[src/rtl/vram_arbiter_if.sv]
// Bundle of the timing, write-port, clear-control, char-RAM and fetch-output
// signals that surround the character RAM arbiter.
interface vram_arbiter_if;
  logic [10:0] hc;
  logic [10:0] vc;
  logic        wr_req;
  logic [9:0]  wr_addr;
  logic [7:0]  wr_data;
  logic        wr_ack;
  logic        cls_req;
  logic        cls_busy;
  logic        cls_done;
  logic [9:0]  ram_addr;
  logic        ram_we;
  logic [7:0]  ram_wdata;
  logic [7:0]  ram_rdata;
  logic [7:0]  char_code;
  logic        char_valid;

  modport slave (
    input  hc, vc, wr_req, wr_addr, wr_data, cls_req, ram_rdata,
    output wr_ack, cls_busy, cls_done, ram_addr, ram_we, ram_wdata,
           char_code, char_valid
  );

  modport master (
    output hc, vc, wr_req, wr_addr, wr_data, cls_req, ram_rdata,
    input  wr_ack, cls_busy, cls_done, ram_addr, ram_we, ram_wdata,
           char_code, char_valid
  );
endinterface

[src/rtl/vram_arbiter.sv]
// Single-port char RAM arbiter: display fetch slots (from hc/vc) always win,
// remaining cycles go to the clear-screen sequencer, then to the write port.
module vram_arbiter #(
  parameter int unsigned HBP        = 112,
  parameter int unsigned HVIS       = 512,
  parameter int unsigned VBP        = 145,
  parameter int unsigned VVIS       = 256,
  parameter int unsigned CHAR_W     = 8,
  parameter int unsigned CHAR_H     = 16,
  parameter int unsigned COLS       = 64,
  parameter int unsigned FETCH_LEAD = 8,
  parameter logic [7:0]  FILL_CHAR  = 8'h20
) (
  input logic           px_clk,
  input logic           clr,
  vram_arbiter_if.slave bus
);

  localparam int unsigned HSTART = HBP - FETCH_LEAD;
  localparam int unsigned HEND   = HBP + HVIS - FETCH_LEAD;
  localparam int unsigned VEND   = VBP + VVIS;
  localparam int unsigned CW_SH  = $clog2(CHAR_W);
  localparam int unsigned CH_SH  = $clog2(CHAR_H);

  typedef enum logic {
    IDLE     = 1'b0,
    CLEARING = 1'b1
  } state_t;

  state_t      state_q;
  state_t      state_d;
  logic [9:0]  clr_cnt;
  logic [10:0] hc_off;
  logic [10:0] vc_off;
  logic        slot;
  logic [9:0]  slot_addr;
  logic        clr_go;
  logic        wr_go;

  logic [9:0]  ram_addr_q;
  logic        ram_we_q;
  logic [7:0]  ram_wdata_q;
  logic        wr_ack_q;
  logic        cls_done_q;
  logic        fetch_q;
  logic [7:0]  char_code_q;
  logic        char_valid_q;

  assign hc_off = bus.hc - 11'(HSTART);
  assign vc_off = bus.vc - 11'(VBP);

  assign slot = (bus.vc >= 11'(VBP))    && (bus.vc < 11'(VEND)) &&
                (bus.hc >= 11'(HSTART)) && (bus.hc < 11'(HEND)) &&
                ((hc_off & 11'(CHAR_W - 1)) == '0);

  assign slot_addr = 10'(((vc_off >> CH_SH) * 11'(COLS)) + (hc_off >> CW_SH));

  // A write also yields to a same-cycle cls_req and to its own ack cycle,
  // which caps the write port at one grant every two cycles.
  assign clr_go = !slot && (state_q == CLEARING);
  assign wr_go  = !slot && (state_q == IDLE) && bus.wr_req && !wr_ack_q && !bus.cls_req;

  // Clear sequencer state register.
  always_ff @(posedge px_clk or posedge clr) begin
    if (clr) state_q <= IDLE;
    else     state_q <= state_d;
  end

  // Clear sequencer next state: start on cls_req, finish after writing 1023.
  always_comb begin
    state_d = state_q;
    case (state_q)
      IDLE:     if (bus.cls_req) state_d = CLEARING;
      CLEARING: if (clr_go && (clr_cnt == '1)) state_d = IDLE;
      default:  state_d = IDLE;
    endcase
  end

  // Clear address counter; held during fetch slots.
  always_ff @(posedge px_clk or posedge clr) begin
    if (clr)                                   clr_cnt <= '0;
    else if ((state_q == IDLE) && bus.cls_req) clr_cnt <= '0;
    else if (clr_go)                           clr_cnt <= clr_cnt + 10'd1;
  end

  // Registered RAM port and handshake pulses for this cycle's winner.
  always_ff @(posedge px_clk or posedge clr) begin
    if (clr) begin
      ram_addr_q  <= '0;
      ram_we_q    <= 1'b0;
      ram_wdata_q <= '0;
      wr_ack_q    <= 1'b0;
      cls_done_q  <= 1'b0;
      fetch_q     <= 1'b0;
    end else begin
      ram_we_q   <= clr_go || wr_go;
      wr_ack_q   <= wr_go;
      cls_done_q <= clr_go && (clr_cnt == '1);
      fetch_q    <= slot;
      if (slot) begin
        ram_addr_q <= slot_addr;
      end else if (clr_go) begin
        ram_addr_q  <= clr_cnt;
        ram_wdata_q <= FILL_CHAR;
      end else if (wr_go) begin
        ram_addr_q  <= bus.wr_addr;
        ram_wdata_q <= bus.wr_data;
      end
    end
  end

  // Capture read data one cycle after a fetch address was presented.
  always_ff @(posedge px_clk or posedge clr) begin
    if (clr) begin
      char_code_q  <= '0;
      char_valid_q <= 1'b0;
    end else begin
      char_valid_q <= fetch_q;
      if (fetch_q) char_code_q <= bus.ram_rdata;
    end
  end

  assign bus.ram_addr   = ram_addr_q;
  assign bus.ram_we     = ram_we_q;
  assign bus.ram_wdata  = ram_wdata_q;
  assign bus.wr_ack     = wr_ack_q;
  assign bus.cls_busy   = (state_q == CLEARING);
  assign bus.cls_done   = cls_done_q;
  assign bus.char_code  = char_code_q;
  assign bus.char_valid = char_valid_q;

endmodule

[src/flat_wrapper.sv]
// flat-port wrapper written by rule: the top's interface ports become plain ports
module vram_arbiter_flat 
#(
  parameter int unsigned HBP        = 112,
  parameter int unsigned HVIS       = 512,
  parameter int unsigned VBP        = 145,
  parameter int unsigned VVIS       = 256,
  parameter int unsigned CHAR_W     = 8,
  parameter int unsigned CHAR_H     = 16,
  parameter int unsigned COLS       = 64,
  parameter int unsigned FETCH_LEAD = 8,
  parameter logic [7:0]  FILL_CHAR  = 8'h20
)
  (px_clk, clr, bus_hc, bus_vc, bus_wr_req, bus_wr_addr, bus_wr_data, bus_cls_req, bus_ram_rdata, bus_wr_ack, bus_cls_busy, bus_cls_done, bus_ram_addr, bus_ram_we, bus_ram_wdata, bus_char_code, bus_char_valid);
  vram_arbiter_if bus_i ();
  input logic px_clk;
  input logic clr;
  input wire logic [$bits(bus_i.hc)-1:0] bus_hc;
  input wire logic [$bits(bus_i.vc)-1:0] bus_vc;
  input wire logic [$bits(bus_i.wr_req)-1:0] bus_wr_req;
  input wire logic [$bits(bus_i.wr_addr)-1:0] bus_wr_addr;
  input wire logic [$bits(bus_i.wr_data)-1:0] bus_wr_data;
  input wire logic [$bits(bus_i.cls_req)-1:0] bus_cls_req;
  input wire logic [$bits(bus_i.ram_rdata)-1:0] bus_ram_rdata;
  output wire logic [$bits(bus_i.wr_ack)-1:0] bus_wr_ack;
  output wire logic [$bits(bus_i.cls_busy)-1:0] bus_cls_busy;
  output wire logic [$bits(bus_i.cls_done)-1:0] bus_cls_done;
  output wire logic [$bits(bus_i.ram_addr)-1:0] bus_ram_addr;
  output wire logic [$bits(bus_i.ram_we)-1:0] bus_ram_we;
  output wire logic [$bits(bus_i.ram_wdata)-1:0] bus_ram_wdata;
  output wire logic [$bits(bus_i.char_code)-1:0] bus_char_code;
  output wire logic [$bits(bus_i.char_valid)-1:0] bus_char_valid;
  assign bus_i.hc = bus_hc;
  assign bus_i.vc = bus_vc;
  assign bus_i.wr_req = bus_wr_req;
  assign bus_i.wr_addr = bus_wr_addr;
  assign bus_i.wr_data = bus_wr_data;
  assign bus_i.cls_req = bus_cls_req;
  assign bus_i.ram_rdata = bus_ram_rdata;
  assign bus_wr_ack = bus_i.wr_ack;
  assign bus_cls_busy = bus_i.cls_busy;
  assign bus_cls_done = bus_i.cls_done;
  assign bus_ram_addr = bus_i.ram_addr;
  assign bus_ram_we = bus_i.ram_we;
  assign bus_ram_wdata = bus_i.ram_wdata;
  assign bus_char_code = bus_i.char_code;
  assign bus_char_valid = bus_i.char_valid;
  vram_arbiter #(.HBP(HBP), .HVIS(HVIS), .VBP(VBP), .VVIS(VVIS), .CHAR_W(CHAR_W), .CHAR_H(CHAR_H), .COLS(COLS), .FETCH_LEAD(FETCH_LEAD), .FILL_CHAR(FILL_CHAR)) u_core (.px_clk(px_clk), .clr(clr), .bus(bus_i));
endmodule
[config.mk]
export PLATFORM = sky130hd
export DESIGN_NAME = vram_arbiter_flat
export DESIGN_NICKNAME = d
export VERILOG_FILES = /design/src/rtl/vram_arbiter_if.sv /design/src/rtl/vram_arbiter.sv /design/src/flat_wrapper.sv
export SDC_FILE = /design/constraint.sdc
export NUM_CORES = 1
export LEC_CHECK = 0
export CORE_MARGIN = 2
export CORE_UTILIZATION = 40
export CTS_CLUSTER_DIAMETER = 100
export CTS_CLUSTER_SIZE = 8
export DETAILED_ROUTE_END_ITERATION = 6
export GPL_TIMING_DRIVEN = 1
export PLACE_DENSITY = 0.79
export RECOVER_POWER = 50
export SETUP_SLACK_MARGIN = 0.1
export SYNTH_ARGS = -nofsm -noshare
export SYNTH_HDL_FRONTEND = slang
export SYNTH_SLANG_ARGS = --single-unit
[constraint.sdc]
create_clock -name px_clk -period 3.19 [get_ports px_clk]
set_input_delay 0.4785 -clock px_clk [delete_from_list [all_inputs] [get_ports px_clk]]
set_output_delay 0.4785 -clock px_clk [all_outputs]
set_load 0.01 [all_outputs]
==> results of run 1 <==
-- synthesized netlist by cell type (2+ instances only) --
library cell	number	area, µm²
mux2_2	10	113
nand4_1	2	12.5
buf_2	3	15.0
ha_1	5	62.6
nor3b_1	7	52.6
a21oi_1	10	50.1
inv_1	11	41.3
and3b_1	2	17.5
o211ai_1	6	45.0
o21ai_0	19	95.1
nand2b_1	7	43.8
and3_1	6	37.5
nor3_1	3	15.0
o2111ai_1	3	26.3
clkbuf_1	8	30.0
xnor2_1	9	78.8
nand3_1	6	30.0
nor2_1	16	60.1
mux2i_1	21	210
nand2_1	18	67.6
and2_1	2	12.5
a31oi_1	7	43.8
dfrtp_1	42	1050
-- kinds of logic (layout without fill, tap and decap cells) --
family / Yosys count / after routing / share of synthesized area (%)
buffers and inverters: 24 / 108 / 3.96
XOR/XNOR: 9 / 9 / 3.19
flip-flops: 42 / 42 / 42.6
AND/OR/NAND/NOR: 80 / 80 / 18.4
adder cells (fa/ha/maj): 6 / 6 / 3.35
AO/OA/AOI/OAI: 55 / 55 / 14.9
multiplexers: 32 / 32 / 13.7
-- cells in the final DEF, fill, tap and decap left out, types with 5 or more instances in the layout --
cell type and count:
nor3b_1 6, o211ai_1 6, mux2i_1 21, o21ai_0 19, nand2_1 18, nor2_1 16
nand3_1 6, ha_1 5, mux2_2 10, inv_1 11, buf_4 6, nand2b_1 7
clkbuf_8 5, xnor2_1 9, dfrtp_1 42, clkdlybuf4s50_1 76, a31oi_1 7, dlygate4sd3_1 6
a21oi_1 10, and3_1 6
-- per-stage QoR --
| step | instances | setup WS, ns | area, µm² |
|---|---|---|---|
| 3_5_place_dp | 399 | 0.0146 | 3380 |
| 4_1_cts | 407 | 0.325 | 3520 |
| 5_1_grt | 407 | 0.0847 | 3520 |
| 6_report | 407 | 0.335 | 3520 |
| 2_1_floorplan | 248 | 0.596 | 2470 |
| 3_3_place_gp | 399 | 0.145 | 3380 |
-- routing by layer --
| metal | routed length (µm) | share of wire [%] | up-vias |
|---|---|---|---|
| li1 | - | - | 1062 |
| met1 | 2620 | 45 | 1010 |
| met2 | 2700 | 46 | 78 |
| met3 | 474 | 8.1 | 8 |
| met4 | 57 | 0.98 | 0 |
| met5 | 0 | 0 | - |
-- final cells by class --
type                    instances  share of cell area [%]
multi-input cells             182                    37.6
flip-flops and latches         42                    29.9
repair buffers                 89                    24.7
well taps                      75                    2.67
clock buffers                   5                    1.96
clock inverters                 3                    1.96
inverters                      11                    1.17
-- power by group through the flow --
stage / combinational, mW / sequential, mW / clock, mW
finish: 0.477 / 0.720 / 0.505
floorplan: 0.228 / 0.737 / 0
detailed placement: 0.485 / 0.731 / 0
global placement: 0.474 / 0.727 / 0
global route: 0.528 / 0.737 / 0.534
CTS: 0.488 / 0.719 / 0.513
-- how the worst max path moves through the flow --
stage,start,endpoint,cells after the start
after floorplan,bus_hc[3],u_core.bus.ram_addr[9],11
after global placement,bus_hc[3],u_core.bus.ram_addr[9],12
after detailed placement,bus_hc[3],u_core.bus.ram_addr[9],12
after CTS,bus_hc[3],u_core.bus.ram_addr[9],12
after global routing,clr,u_core.bus.ram_addr[8],3
final,bus_hc[3],u_core.bus.ram_addr[9],12
-- flip-flops by register name, summed over array words and instances (netlist names) --
name,count
u_core.bus.char_code,8
u_core.bus.char_valid,1
u_core.bus.cls_busy,1
u_core.bus.cls_done,1
u_core.bus.ram_addr,10
u_core.bus.ram_wdata,8
u_core.bus.ram_we,1
u_core.bus.wr_ack,1
u_core.clr_cnt,10
u_core.fetch_q,1
==> impl_metrics.ini, run 1 <==
[sta]
rsz0062_at_grt = no
skew_ns = 0.00779
maxSlewHeadroom_pct = -49.7
drv_slew = 43
setup_tns_ns = 0
timing.fmax_mhz = 350
finalHoldViolCount = 0
fin_crit_ns = 2.86
whs_ns = 0.504
setup_viol = 0
max_slew.worst_pin.slew_ns = 2.25
fin_crit_sh_pct = 89.5

[critical_path]
worstSetupPathType = in -> reg
critPathMaxStageDelay_ns = 0.45
path_buf_inv = 2
crit_family = simple AND/OR/NAND/NOR gates
path_common_cell = ha_1
reg2reg_to = u_core.bus.ram_addr[8]
crit_path_end_kind = flop
worstPathCellList = clkdlybuf4s50_1 > inv_1 > ha_1 > and3b_1 > o31ai_1 > nand2_1 > ha_1 > a21o_1 > or4_4 > o21ai_2 > xnor2_1 > mux2_4
worstReg2RegStart = u_core.bus.wr_ack
worstPathRequired_ns = 3.37
rrSetupSlack_ns = 1.54
cp_slowest_cell = clkdlybuf4s50_1
cp_data_arrival_time_ns = 3.04
start_kind = input port
cp_max_fo = 4
reg2reg_depth = 5

[finish]
area_delta_synth_final_pct = 42.5
multi_input_area_mm2 = 0.00132
final_nets = 389
postLayoutCoreUtil_pct = 59.1
n_antenna_cell = 0
n_fill_cell = 514
drive_above_1_share_pct = 10.2
regArea_mm2 = 0.00105

[clocking]
ctsHoldBuffers = 0
numCtsBuffers = 5
cts_max_path_buffers = 2
cts_tree = yes
numClockSinks = 42
clk_latency_ns = 0.30
post_cts_resized = 0
post_cts_buffers = 0
clk_pin_slew_worst_paths_ns = 0.09
htree_levels = 2
root_buffer = clkbuf_8

[pwr]
internal_power_mw = 1.22
p_leak_nw = 1.50
power_density_mw_per_mm2 = 484
totalPowerFinal_mw = 1.70
peakVddDrop_uv = 269
p_sw_mw = 0.479
seq_power_share_pct = 42.3
p_comb_share_pct = 28.0
p_sw_share_pct = 28.2
pwr-share-clk_pct = 29.6

[routing]
initialDrtViolationCount = 92
avgViaCountPerCell = 5.30
drt-total-wl_mm = 5.85
vias = 2158
drt-pass1-iter-count = 4
wl_per_cell_um = 14.4
ant_nets = 0
drc = 0

[grt]
grtUsageMet2_pct = 29.2
met1_usage_pct = 21.6
busiest_layer = met2
grt_max_degree = 50
antenna_found_initial = 0
grtUsageMet3_pct = 3.59
grt_pass1_wl_mm = 8.98
grt-ovfl-total = 0
grt_pass1_vias = 1991
track_usage_pct = 16.9

[synth]
synthArstFlopShare_pct = 100
synth_area_per_cell_um2 = 9.95
synth-seq-cells = 42
synthFlopType = dfrtp_1
synth.net_count = 306
yosysUniqueCellTypes = 48
synth-edff-count = 0
synthCells = 248
seq_area_frac_synth_pct = 42.6
syn-cell-area_mm2 = 0.00247
yosys_warnings = 0

[floorplanning]
ios = 83
placementRows = 28
die_h_um = 82.5
die_w_um = 82.5
start_util_pct = 41.4
core_area_mm2 = 0.00596
die_area_mm2 = 0.00681

[hold_path]
hold_depth = 1
hold_end = u_core.bus.ram_wdata[7]
hp-start = u_core.bus.ram_wdata[7]
hold_path_class = reg -> reg

[placed_design]
gp_congestion = 0.851
port_buffers = 82
place_hpwl_mm = 4.29

[job]
maxCapViolCount = 1

[run_status]
failed_checks = max-capacitance violations, max-slew violations
outcome = complete, but fails checks
(Power assumes the default switching activity.)
==> run 2: changes to the inputs <==
Settings changed: CORE_MARGIN 2 to 5, SETUP_SLACK_MARGIN 0.1 to default.
==> run 2 against run 1 <==
  * Via count rose by 1.1%
  * Sequential share of layout area barely moved
  * Die area rose by 15%
  * Wire length rose by 4.1%
  * Count of clock-buffer cells in the layout did not move
  * Global-route usage fell by 0.31 points
  * Highest routed layer unchanged
  * Non-clock buffer count did not move
  * The flow now finishes without violations
  * Worst setup slack improved by 0.046 ns
  * Critical endpoint unchanged
==> impl_metrics.ini, run 2 (synthesized netlist as in run 1, its figures left out) <==
[run_status]
outcome = finished, final reports clean

[clocking]
cts_tree = yes
ctsHoldBuffers = 0
post_cts_resized = 0
post_cts_buffers = 0
root_buffer = clkbuf_8
numCtsBuffers = 5
clk_latency_ns = 0.30
numClockSinks = 42
clk_pin_slew_worst_paths_ns = 0.08
htree_levels = 2
cts_max_path_buffers = 2

[critical_path]
worstPathRequired_ns = 3.38
path_common_cell = ha_1
cp_data_arrival_time_ns = 3.00
crit_family = simple AND/OR/NAND/NOR gates
rrSetupSlack_ns = 1.56
start_kind = input port
critPathMaxStageDelay_ns = 0.45
worstSetupPathType = in -> reg
worstReg2RegStart = u_core.bus.wr_ack
reg2reg_depth = 5
cp_max_fo = 4
crit_path_end_kind = flop
reg2reg_to = u_core.bus.ram_addr[9]
cp_slowest_cell = clkdlybuf4s50_1
worstPathCellList = clkdlybuf4s50_1 > inv_1 > ha_1 > and3b_1 > o31ai_1 > nand2_1 > ha_1 > a21o_1 > or4_4 > o21ai_2 > xnor2_1 > mux2_4
path_buf_inv = 2

[sta]
skew_ns = 0.00225
timing.fmax_mhz = 356
maxSlewHeadroom_pct = 32.5
fin_crit_sh_pct = 88.1
rsz0062_at_grt = no
finalHoldViolCount = 0
max_slew.worst_pin.slew_ns = 1.01
setup_tns_ns = 0
setup_viol = 0
drv_slew = 0
fin_crit_ns = 2.81

[finish]
final_nets = 389
final_cell_area_mm2 = 0.00352
area_delta_synth_final_pct = 42.6
n_fill_cell = 512
postLayoutCoreUtil_pct = 59.1
regArea_mm2 = 0.00105
final_common_cell = clkdlybuf4s50_1
n_antenna_cell = 0
multi_input_area_mm2 = 0.00132
drive_above_1_share_pct = 10.5
final_cell_mix = 75 x clkdlybuf4s50_1, 42 x dfrtp_1, 21 x mux2i_1

[placed_design]
port_buffers = 82
place_hpwl_mm = 4.66
place_area_mm2 = 0.00338
gp_congestion = 0.884

[grt]
grt-ovfl-total = 0
track_usage_pct = 16.6
antenna_found_initial = 0
grt_max_degree = 50
grt_pass1_wl_mm = 10.3
grt_pass1_vias = 2263

[floorplanning]
die_h_um = 88.5
start_util_pct = 41.4
die_w_um = 88.5
ios = 83
die_area_mm2 = 0.00784
core_area_mm2 = 0.00596
placementRows = 28

[hold_path]
hold_end = u_core.clr_cnt[9]
hold_depth = 1
hp-start = u_core.clr_cnt[9]
hold_path_class = reg -> reg

[routing]
drt-total-wl_mm = 6.08
ant_nets = 0
vias = 2182
drt-pass1-iter-count = 4
drc = 0
avgViaCountPerCell = 5.36
initialDrtViolationCount = 66
wl_per_cell_um = 14.9

[pwr]
power_density_mw_per_mm2 = 485
p_sw_share_pct = 28.3
p_leak_nw = 1.50
peakVddDrop_uv = 225
internal_power_mw = 1.22
p_comb_share_pct = 28.1
seq_power_share_pct = 42.4
totalPowerFinal_mw = 1.71
pwr-share-clk_pct = 29.6
p_sw_mw = 0.483

[job]
maxCapViolCount = 0
run 2: worst max path at each step:
| stage | start | endpoint | slack (ns) | cells past startpoint |
|---|---|---|---|---|
| global placement | bus_hc[3] | u_core.bus.ram_addr[9] | 0.14 | 12 |
| floorplan | bus_hc[3] | u_core.bus.ram_addr[9] | 0.60 | 11 |
| global route | bus_hc[3] | u_core.bus.ram_addr[9] | 0.16 | 12 |
| finish | bus_hc[3] | u_core.bus.ram_addr[9] | 0.38 | 12 |
| CTS | bus_hc[3] | u_core.bus.ram_addr[9] | 0.39 | 12 |
| detailed placement | bus_hc[3] | u_core.bus.ram_addr[9] | 0.06 | 12 |
run 2: cell type report:
| type | count | share of cell area, % |
|---|---|---|
| Clock inverter | 3 | 1.96 |
| Multi-Input combinational cell | 182 | 37.6 |
| Tap cell | 75 | 2.67 |
| Timing Repair Buffer | 89 | 24.8 |
| Sequential cell | 42 | 29.9 |
| Inverter | 11 | 1.17 |
| Clock buffer | 5 | 1.96 |
run 2: metal layers:
| metal | track usage (%) | vias up | part of all wire (%) |
|---|---|---|---|
| li1 | - | 1056 | - |
| met1 | 20.5 | 1039 | 43 |
| met2 | 28.3 | 76 | 47 |
| met3 | 4.38 | 11 | 9.0 |
| met4 | 4.95 | 0 | 1.3 |
| met5 | 0 | - | 0 |
run 2: through the flow:
stage	instances	setup WS (ns)	hold slack, ns
6_report	407	0.381	0.493
5_1_grt	407	0.160	0.538
4_1_cts	407	0.388	0.490
3_5_place_dp	399	0.0553	0.479
3_3_place_gp	399	0.143	0.461
2_1_floorplan	248	0.596	0.352
run 2: power by group through the flow:
stage | Clock [mW] | Combinational (mW) | Sequential [mW]
final | 0.504 | 0.479 | 0.722
after detailed placement | 0 | 0.490 | 0.733
after global routing | 0.539 | 0.530 | 0.739
after global placement | 0 | 0.478 | 0.727
after floorplan | 0 | 0.228 | 0.737
after CTS | 0.520 | 0.492 | 0.722
